==> src/rtl/wf_btn_cond.sv <==
// wf_btn_cond: button conditioner for the waveform window stage.
// Sync, debounce, auto-repeat and chord-free one-hot command pulses.
module wf_btn_cond #(
   parameter int unsigned DEBOUNCE_CYCLES = 1000000,
   parameter int unsigned REPEAT_DELAY    = 50000000,
   parameter int unsigned REPEAT_PERIOD   = 15000000,
   parameter logic [2:0]  REPEAT_EN       = 3'b110
) (
   input  logic       clk,
   input  logic       rst,
   input  logic [2:0] btn_raw,
   output logic       btn1,
   output logic       btn2,
   output logic       btn3,
   output logic [2:0] held
);

   localparam int unsigned DW =
      (DEBOUNCE_CYCLES > 1) ? $clog2(DEBOUNCE_CYCLES) : 1;
   localparam int unsigned RMAX =
      (REPEAT_DELAY > REPEAT_PERIOD) ? REPEAT_DELAY : REPEAT_PERIOD;
   localparam int unsigned RW = $clog2(RMAX);

   localparam logic [DW-1:0] D_TERM   = DW'(DEBOUNCE_CYCLES - 1);
   localparam logic [RW-1:0] DLY_TERM = RW'(REPEAT_DELAY - 1);
   localparam logic [RW-1:0] PER_TERM = RW'(REPEAT_PERIOD - 1);

   typedef enum logic [1:0] {
      ST_IDLE = 2'd0,
      ST_HOLD = 2'd1,
      ST_RPT  = 2'd2
   } rep_st_e;

   logic [2:0]    meta_q;
   logic [2:0]    sync_q;
   logic [2:0]    held_q;
   logic [2:0]    held_d;
   logic [2:0]    hprev_q;
   logic [DW-1:0] dcnt_q [3];
   logic [DW-1:0] dcnt_d [3];
   rep_st_e       st_q   [3];
   rep_st_e       st_d   [3];
   logic [RW-1:0] rcnt_q [3];
   logic [RW-1:0] rcnt_d [3];
   logic [2:0]    rise;
   logic [2:0]    ev;
   logic [2:0]    ev_f;
   logic          chord;
   logic [2:0]    pulse_q;

   // Two-flop synchronizer for the asynchronous raw buttons.
   always_ff @(posedge clk or posedge rst) begin
      if (rst) begin
         meta_q <= '0;
         sync_q <= '0;
      end else begin
         meta_q <= btn_raw;
         sync_q <= meta_q;
      end
   end

   // Debounce: accept a new level only after it persists long enough.
   always_comb begin
      held_d = held_q;
      for (int i = 0; i < 3; i++) begin
         dcnt_d[i] = '0;
         if (sync_q[i] != held_q[i]) begin
            if (dcnt_q[i] == D_TERM) begin
               held_d[i] = sync_q[i];
            end else begin
               dcnt_d[i] = dcnt_q[i] + DW'(1);
            end
         end
      end
   end

   // Debounced level, its previous value and the debounce counters.
   always_ff @(posedge clk or posedge rst) begin
      if (rst) begin
         held_q  <= '0;
         hprev_q <= '0;
         for (int i = 0; i < 3; i++) begin
            dcnt_q[i] <= '0;
         end
      end else begin
         held_q  <= held_d;
         hprev_q <= held_q;
         for (int i = 0; i < 3; i++) begin
            dcnt_q[i] <= dcnt_d[i];
         end
      end
   end

   assign rise = held_q & ~hprev_q;

   // Repeat FSM state register and repeat counters.
   always_ff @(posedge clk or posedge rst) begin
      if (rst) begin
         for (int i = 0; i < 3; i++) begin
            st_q[i]   <= ST_IDLE;
            rcnt_q[i] <= '0;
         end
      end else begin
         for (int i = 0; i < 3; i++) begin
            st_q[i]   <= st_d[i];
            rcnt_q[i] <= rcnt_d[i];
         end
      end
   end

   // Repeat FSM next state; a release always wins over terminal count.
   always_comb begin
      for (int i = 0; i < 3; i++) begin
         st_d[i]   = st_q[i];
         rcnt_d[i] = '0;
         case (st_q[i])
            ST_HOLD: begin
               if (!held_q[i]) begin
                  st_d[i] = ST_IDLE;
               end else if (rcnt_q[i] == DLY_TERM) begin
                  st_d[i] = ST_RPT;
               end else begin
                  rcnt_d[i] = rcnt_q[i] + RW'(1);
               end
            end
            ST_RPT: begin
               if (!held_q[i]) begin
                  st_d[i] = ST_IDLE;
               end else if (rcnt_q[i] != PER_TERM) begin
                  rcnt_d[i] = rcnt_q[i] + RW'(1);
               end
            end
            default: begin
               st_d[i] = ST_IDLE;
               if (rise[i] && REPEAT_EN[i]) begin
                  st_d[i] = ST_HOLD;
               end
            end
         endcase
      end
   end

   // Repeat FSM outputs: press and repeat events per channel.
   always_comb begin
      for (int i = 0; i < 3; i++) begin
         ev[i] = 1'b0;
         case (st_q[i])
            ST_HOLD: ev[i] = held_q[i] && (rcnt_q[i] == DLY_TERM);
            ST_RPT:  ev[i] = held_q[i] && (rcnt_q[i] == PER_TERM);
            default: ev[i] = rise[i];
         endcase
      end
   end

   // Events only occur on held channels, so dropping chords keeps one-hot.
   assign chord = (held_q[0] & held_q[1]) |
                  (held_q[0] & held_q[2]) |
                  (held_q[1] & held_q[2]);
   assign ev_f  = chord ? 3'b000 : ev;

   // Registered single-cycle command pulses.
   always_ff @(posedge clk or posedge rst) begin
      if (rst) begin
         pulse_q <= '0;
      end else begin
         pulse_q <= ev_f;
      end
   end

   assign btn1 = pulse_q[0];
   assign btn2 = pulse_q[1];
   assign btn3 = pulse_q[2];
   assign held = held_q;

endmodule

==> config.mk <==
export PLATFORM = sky130hd
export DESIGN_NAME = wf_btn_cond
export DESIGN_NICKNAME = d
export VERILOG_FILES = /design/src/rtl/wf_btn_cond.sv
export SDC_FILE = /design/constraint.sdc
export NUM_CORES = 1
export LEC_CHECK = 0
export BUFFER_PORTS_ARGS = -buffer_cell sky130_fd_sc_hd__buf_2
export CELL_PAD_IN_SITES_DETAIL_PLACEMENT = 1
export CELL_PAD_IN_SITES_GLOBAL_PLACEMENT = 2
export CORE_MARGIN = 4
export CORE_UTILIZATION = 46
export CTS_BUF_LIST = sky130_fd_sc_hd__clkbuf_4 sky130_fd_sc_hd__clkbuf_8
export DETAILED_ROUTE_END_ITERATION = 7
export PLACE_DENSITY_LB_ADDON = 0.1
export REMOVE_ABC_BUFFERS = 1
export SYNTH_ARGS = -nofsm -noshare
export SYNTH_HDL_FRONTEND = slang
export SYNTH_SLANG_ARGS = --single-unit
export TNS_END_PERCENT = 20
==> constraint.sdc <==
create_clock -name clk -period 11.3 [get_ports clk]
set_input_delay 2.825 -clock clk [delete_from_list [all_inputs] [get_ports clk]]
set_output_delay 2.825 -clock clk [all_outputs]
set_load 0.1 [all_outputs]
==> flow_summary.toml, run 1 <==
[run_status]
status = "completed"

[clocking]
ctsHoldBuffers = 0
clk_latency_ns = 0.45
cts.sinks = 131
cts_tree = "built"
post_cts_resized = 0
clockRootBuffer = "clkbuf_8"
clk_pin_slew_ns = 0.08
htreeDepth = 4
clock_tree.buffer_depth = 2
post-cts-setup-buffers = 0
numCtsBuffers = 17

[synthesis]
yosysSeqAreaShare = 0.469
ys_types = 56
synth_edf_count = 0
ys_warn_count = 0
yosys_register_bits = 131
async_reset_ff_frac = 1.00
synth_area_per_cell_um2 = 9.84
ys.flop_type = "dfrtp_1"
synth_area_um2 = 6990
syn_inst = 710

[job]
max_cap_viol_count = 0

[worst_setup_path]
crit_buf_inv = 1
cp_cell_sequence = "buf_2"
cp.depth = 1
start_kind = "flip-flop"
cp.arrival_ns = 1.50
critical_path.top_delay_family = "flip-flops"
ff2ff_path_depth = 4
critPathKind = "flip-flop to output port"
path_max_fanout = 10
crit_path_max_incr_delay_ns = 0.55
critPathSlowestCell = "dfrtp_1"
cp_data_required_time_ns = 8.48
cp-end-kind = "output port"

[routing]
ant_nets = 0
routed_via_density = 6.26
drt_first_pass_iters = 4
drc = 0
vias = 5655
drt_iter0_drc = 223
wl_per_cell_um = 18.3
wl_um = 16500

[place]
place_congestion = 0.769
hpwlAfterDp_um = 10800
port_buffers = 10

[floorplanning]
boundaryPins = 11
die_h_um = 131
die_w_um = 131
core_area_um2 = 14700
rows = 44
die_area_um2 = 17200
initial_core_util = 0.475

[sta]
fin_setup_tns_ns = 0
tightest_slew_ns = 1.18
setup_viol = 0
rsz0062_at_grt = "no"
max_freq_mhz = 231
slew_headroom = 0.216
fin_crit_sh = 0.383
drv_slew = 0
min_period_ns = 4.33
fin_skew_ns = 0.0126
hold_slack_ns = 0.362
hold_violations = 0

[final_layout]
n_antenna_cell = 0
mostFrequentLayoutCells = "dfrtp_1 (131), nor2_1 (48), nand3_1 (46)"
syn2layout_area_growth_pct = 8.23
fillers = 1658
drive_gt1_frac = 0.0972
mostFrequentLayoutCell = "dfrtp_1"
fin_nets = 721
post-route-util = 0.515

[global_route]
grt_pass1_vias = 5876
overflow = 0
gr-usage-all-layers = 0.196
grt_max_degree = 71
grt_pass1_wl_um = 28500
antenna_found_initial = 0

[pwr]
ir_worst_vdd_mv = 0.0726
cellPowerDensity_nw_per_um2 = 121
static-leakage-power_nw = 2.69
total_power_w = 0.000918

[worst_hold_path]
hp-class = "flip-flop to flip-flop"
hold_depth = 0
## report_power, final
group          leakage (nW)  switching (W)  internal [W]
Combinational         0.665      0.0000159    0.00000450
Sequential             1.81     0.00000353      0.000472
Clock                 0.215       0.000183      0.000239
## metrics by stage
stage | setup slack [ns] | area (um^2) | instances
2_1_floorplan | 4.98 | 6820 | 674
3_3_place_gp | 6.99 | 7140 | 872
3_5_place_dp | 6.97 | 7140 | 872
4_1_cts | 6.92 | 7560 | 904
5_1_grt | 6.87 | 7560 | 904
6_report | 6.97 | 7560 | 904
## sequential cells by signal, indices dropped and copies added, names as in the netlist
signal	count
dcnt_q	60
rcnt_q	52
st_q	4
held	3
hprev_q	3
meta_q	3
pulse_q	3
sync_q	3
## path summary, 6_finish.rpt
path / from / endpoint / slack (ns)
hold / removal: meta_q[0] / sync_q[0] / 0.36
min in group asynchronous: rst / dcnt_q[1] / 2.44
setup / recovery: held[2] / held[2] / 6.97
max in group asynchronous: rst / dcnt_q[39] / 7.54
hold reg to reg: meta_q[0] / sync_q[0] / 0.36
setup reg to reg: rcnt_q[18] / rcnt_q[6] / 8.33
## area by class of cell
type,instances,area [um^2],share of cell area
Clock inverter,10,130,0.0172
Multi-Input combinational cell,510,3430,0.453
Tap cell,184,230,0.0304
Clock buffer,22,290,0.0384
Timing Repair Buffer,14,80.1,0.0106
Inverter,33,129,0.0170
Sequential cell,131,3280,0.433
## cells in the mapped netlist (all sizes together) (2+ instances only)
library cell / instances / area (um^2)
or2: 5 / 31.3
nand2: 36 / 135
and3: 6 / 37.5
buf: 13 / 81.3
or3: 29 / 181
a21oi: 20 / 100
or4bb: 2 / 22.5
a2111o: 2 / 22.5
ha: 9 / 113
o41ai: 2 / 25.0
mux2: 3 / 33.8
xor2: 22 / 193
a2111oi: 3 / 26.3
nand4bb: 2 / 22.5
or4: 32 / 244
nand2b: 3 / 18.8
or4b: 3 / 30.0
o31ai: 23 / 205
dfrtp: 131 / 3280
nor4b: 5 / 43.8
a221oi: 25 / 219
o21ai: 24 / 124
nor3: 15 / 75.1
nand3b: 3 / 22.5
inv: 33 / 124
nor2: 48 / 180
and4: 10 / 87.6
xnor2: 38 / 333
nor4: 21 / 131
clkbuf: 23 / 86.3
nand4: 28 / 181
nand3: 46 / 230
and2: 3 / 18.8
a31o: 3 / 26.3
a211oi: 27 / 203
nor3b: 2 / 15.0
## kinds of logic (layout without fill, tap and decap cells)
logic type	Yosys count	in the layout	synth area share
muxes	4	4	0.00627
buffers and inverters	69	79	0.0417
AOI/OAI and AO/OA	135	135	0.144
xor gates and xnor gates	60	60	0.0752
adders and majority gates	9	9	0.0161
and+or+nand+nor	302	302	0.248
DFF	131	131	0.469
## per-layer routing
| metal | track usage | vias to the layer above | wire [um] |
|---|---|---|---|
| met5 | 0 | - | 0 |
| met4 | 0.0560 | 0 | 179 |
| met3 | 0.0482 | 16 | 364 |
| met2 | 0.322 | 52 | 8040 |
| met1 | 0.259 | 2902 | 7950 |
| li1 | - | 2685 | - |
Power figures use the tool's default switching activity.
==> inputs of run 2 (changes only) <==
--- a/config.mk
+++ b/config.mk
@@ -5,11 +5,12 @@
 export SDC_FILE = /design/constraint.sdc
 export NUM_CORES = 1
 export LEC_CHECK = 0
+export ABC_AREA = 1
 export BUFFER_PORTS_ARGS = -buffer_cell sky130_fd_sc_hd__buf_2
 export CELL_PAD_IN_SITES_DETAIL_PLACEMENT = 1
 export CELL_PAD_IN_SITES_GLOBAL_PLACEMENT = 2
 export CORE_MARGIN = 4
-export CORE_UTILIZATION = 46
+export CORE_UTILIZATION = 36
 export CTS_BUF_LIST = sky130_fd_sc_hd__clkbuf_4 sky130_fd_sc_hd__clkbuf_8
 export DETAILED_ROUTE_END_ITERATION = 7
 export PLACE_DENSITY_LB_ADDON = 0.1
==> constraint.sdc (replaced) <==
create_clock -name clk -period 3.65 [get_ports clk]
set_input_delay 0.9125 -clock clk [delete_from_list [all_inputs] [get_ports clk]]
set_output_delay 0.9125 -clock clk [all_outputs]
set_load 0.1 [all_outputs]
==> flow_summary.toml, run 2 <==
[run_status]
status = "completed"

[clocking]
cts_tree = "built"
clk_latency_ns = 0.45
ctsHoldBuffers = 0
post-cts-setup-buffers = 0
clk_pin_slew_ns = 0.09
clockRootBuffer = "clkbuf_8"
clock_tree.buffer_depth = 2
post_cts_resized = 0
cts.sinks = 131
numCtsBuffers = 17
htreeDepth = 4

[worst_setup_path]
crit_buf_inv = 1
cp.arrival_ns = 1.50
path_max_fanout = 9
critPathKind = "flip-flop to output port"
critPathSlowestCell = "dfrtp_1"
critical_path.top_delay_family = "flip-flops"
start_kind = "flip-flop"
cp-end-kind = "output port"
cp_cell_sequence = "buf_2"
crit_path_max_incr_delay_ns = 0.55
cp_data_required_time_ns = 2.74

[routing]
routed_via_density = 4.82
drt_iter0_drc = 267
drt_first_pass_iters = 4
drc = 0
vias = 5535
wl_per_cell_um = 14.3
wl_um = 16400
ant_nets = 0

[synthesis]
yosys_register_bits = 131
syn_inst = 879
yosysSeqAreaShare = 0.475
synth.area.top_cells = "dfrtp_1 (47%), nor2_1 (11%), nand2_1 (9.1%)"
synth_area_um2 = 6910
yosys.area.top_type = "dfrtp_1"
yosysMostFrequentCell = "nor2_1"
netlist.area_leader.share = 0.475
ys.flop_type = "dfrtp_1"
synth_edf_count = 0
netlist_top_cells_count = "nor2_1 (198), nand2_1 (168), dfrtp_1 (131)"
ys_warn_count = 0
ys_types = 33
async_reset_ff_frac = 1.00
synth_area_per_cell_um2 = 7.86

[pwr]
p_seq_frac = 0.536
internal_power_w = 0.00205
swShare = 0.252
pwr-share-clk = 0.441
p_comb_frac = 0.023
static-leakage-power_nw = 3.25
total_power_w = 0.00274
cellPowerDensity_nw_per_um2 = 361
p_sw_w = 0.000692
ir_worst_vdd_mv = 0.203

[place]
place_congestion = 0.784
port_buffers = 10
hpwlAfterDp_um = 12200
dp_slack_ns = 1.53
dp.cells = 1116

[floorplanning]
core_area_um2 = 18800
die_area_um2 = 21500
boundaryPins = 11
die_w_um = 147
rows = 50
initial_core_util = 0.368
die_h_um = 147

[global_route]
grt_max_degree = 62
grt_pass1_wl_um = 29100
overflow = 0
use_met1 = 0.213
use_met2 = 0.280
gr-usage-all-layers = 0.164
grt_busiest_layer = "met2"
grt_pass1_vias = 5979
use_met3 = 0.0376
antenna_found_initial = 0

[final_layout]
mostFrequentLayoutCells = "nor2_1 (198), nand2_1 (168), dfrtp_1 (131)"
largest_reg_flops = 60
fin_nets = 915
fin_cells = 1148
drive_gt1_frac = 0.0744
syn2layout_area_growth_pct = 9.95
mostFrequentLayoutCell = "nor2_1"
top_register = "dcnt_q"
n_antenna_cell = 0
largestRegisters = "dcnt_q: 60 flops, rcnt_q: 52 flops, st_q: 4 flops"
post-route-util = 0.405

[worst_hold_path]
hp-class = "flip-flop to flip-flop"

[sta]
drv_slew = 0
setup_ws_ns = 1.24
fin_skew_ns = 0.0114
slew_headroom = 0.655
fin_setup_tns_ns = 0
tightest_slew_ns = 0.517
fin_crit_sh = 0.661
max_freq_mhz = 414
setup_viol = 0
hold_violations = 0
min_period_ns = 2.41
rsz0062_at_grt = "no"

[job]
max_cap_viol_count = 0
==> run 2: changes by cell type in the layout (fill, tap and decap cells not counted), moves of 10 or more <==
cell	change
nor2_1	+150
nand2_1	+132
inv_1	+77
or4_1	-31
or3_1	-29
xor2_1	+28
a211oi_1	-27
a221oi_1	-25
xnor2_1	-24
nor3_1	+23
nor4_1	-20
o31ai_1	-20
and4_1	-10
nand3_1	+10
==> run 2: cell type report <==
cell class,count,area (um^2)
Fill cell,2333,11200
Sequential cell,131,3280
Multi-Input combinational cell,628,3140
Inverter,111,422
Tap cell,234,293
Clock buffer,19,255
Clock inverter,13,126
Timing Repair Buffer,12,77.6
==> run 2: through the flow <==
stage          hold WS [ns]  cell area [um^2]
2_1_floorplan         0.331              6840
4_1_cts               0.352              7590
5_1_grt               0.365              7590
3_3_place_gp          0.339              7210
6_report              0.347              7590
3_5_place_dp          0.336              7210
==> run 2: worst paths after layout <==
path | start | endpoint | slack, ns | cells after the start
min in group asynchronous | rst | pulse_q[0] | 0.50 | 2
max in group asynchronous | rst | dcnt_q[25] | 2.45 | 3
max reg2reg | rcnt_q[0] | rcnt_q[15] | 1.55 | 8
min reg2reg | meta_q[2] | sync_q[2] | 0.35 | 0
min | meta_q[2] | sync_q[2] | 0.35 | 0
max | held[1] | held[1] | 1.24 | 1
==> run 2: cells by family after synthesis <==
kind of cell             after synthesis  share of synthesized area
flip-flops                           131                      0.475
AO/OA/AOI/OAI                         40                     0.0301
buffers and inverters                120                     0.0705
multiplexers                           1                    0.00163
AND/OR/NAND/NOR                      514                      0.326
XOR/XNOR                              64                     0.0812
adder cells (fa/ha/maj)                9                     0.0163
==> run 2: power by group through the flow <==
stage	sequential (W)	clock, W	combinational, W
2_1_floorplan	0.00150	0	0.0000421
3_3_place_gp	0.00150	0	0.0000649
3_5_place_dp	0.00150	0	0.0000675
4_1_cts	0.00147	0.00126	0.0000676
5_1_grt	0.00147	0.00133	0.0000761
6_report	0.00147	0.00121	0.0000629
==> run 2: per-layer routing <==
| layer | vias to the layer above | share of wire |
|---|---|---|
| met3 | 13 | 0.019 |
| met1 | 2685 | 0.48 |
| li1 | 2804 | - |
| met5 | - | 0 |
| met2 | 33 | 0.49 |
| met4 | 0 | 0.0089 |
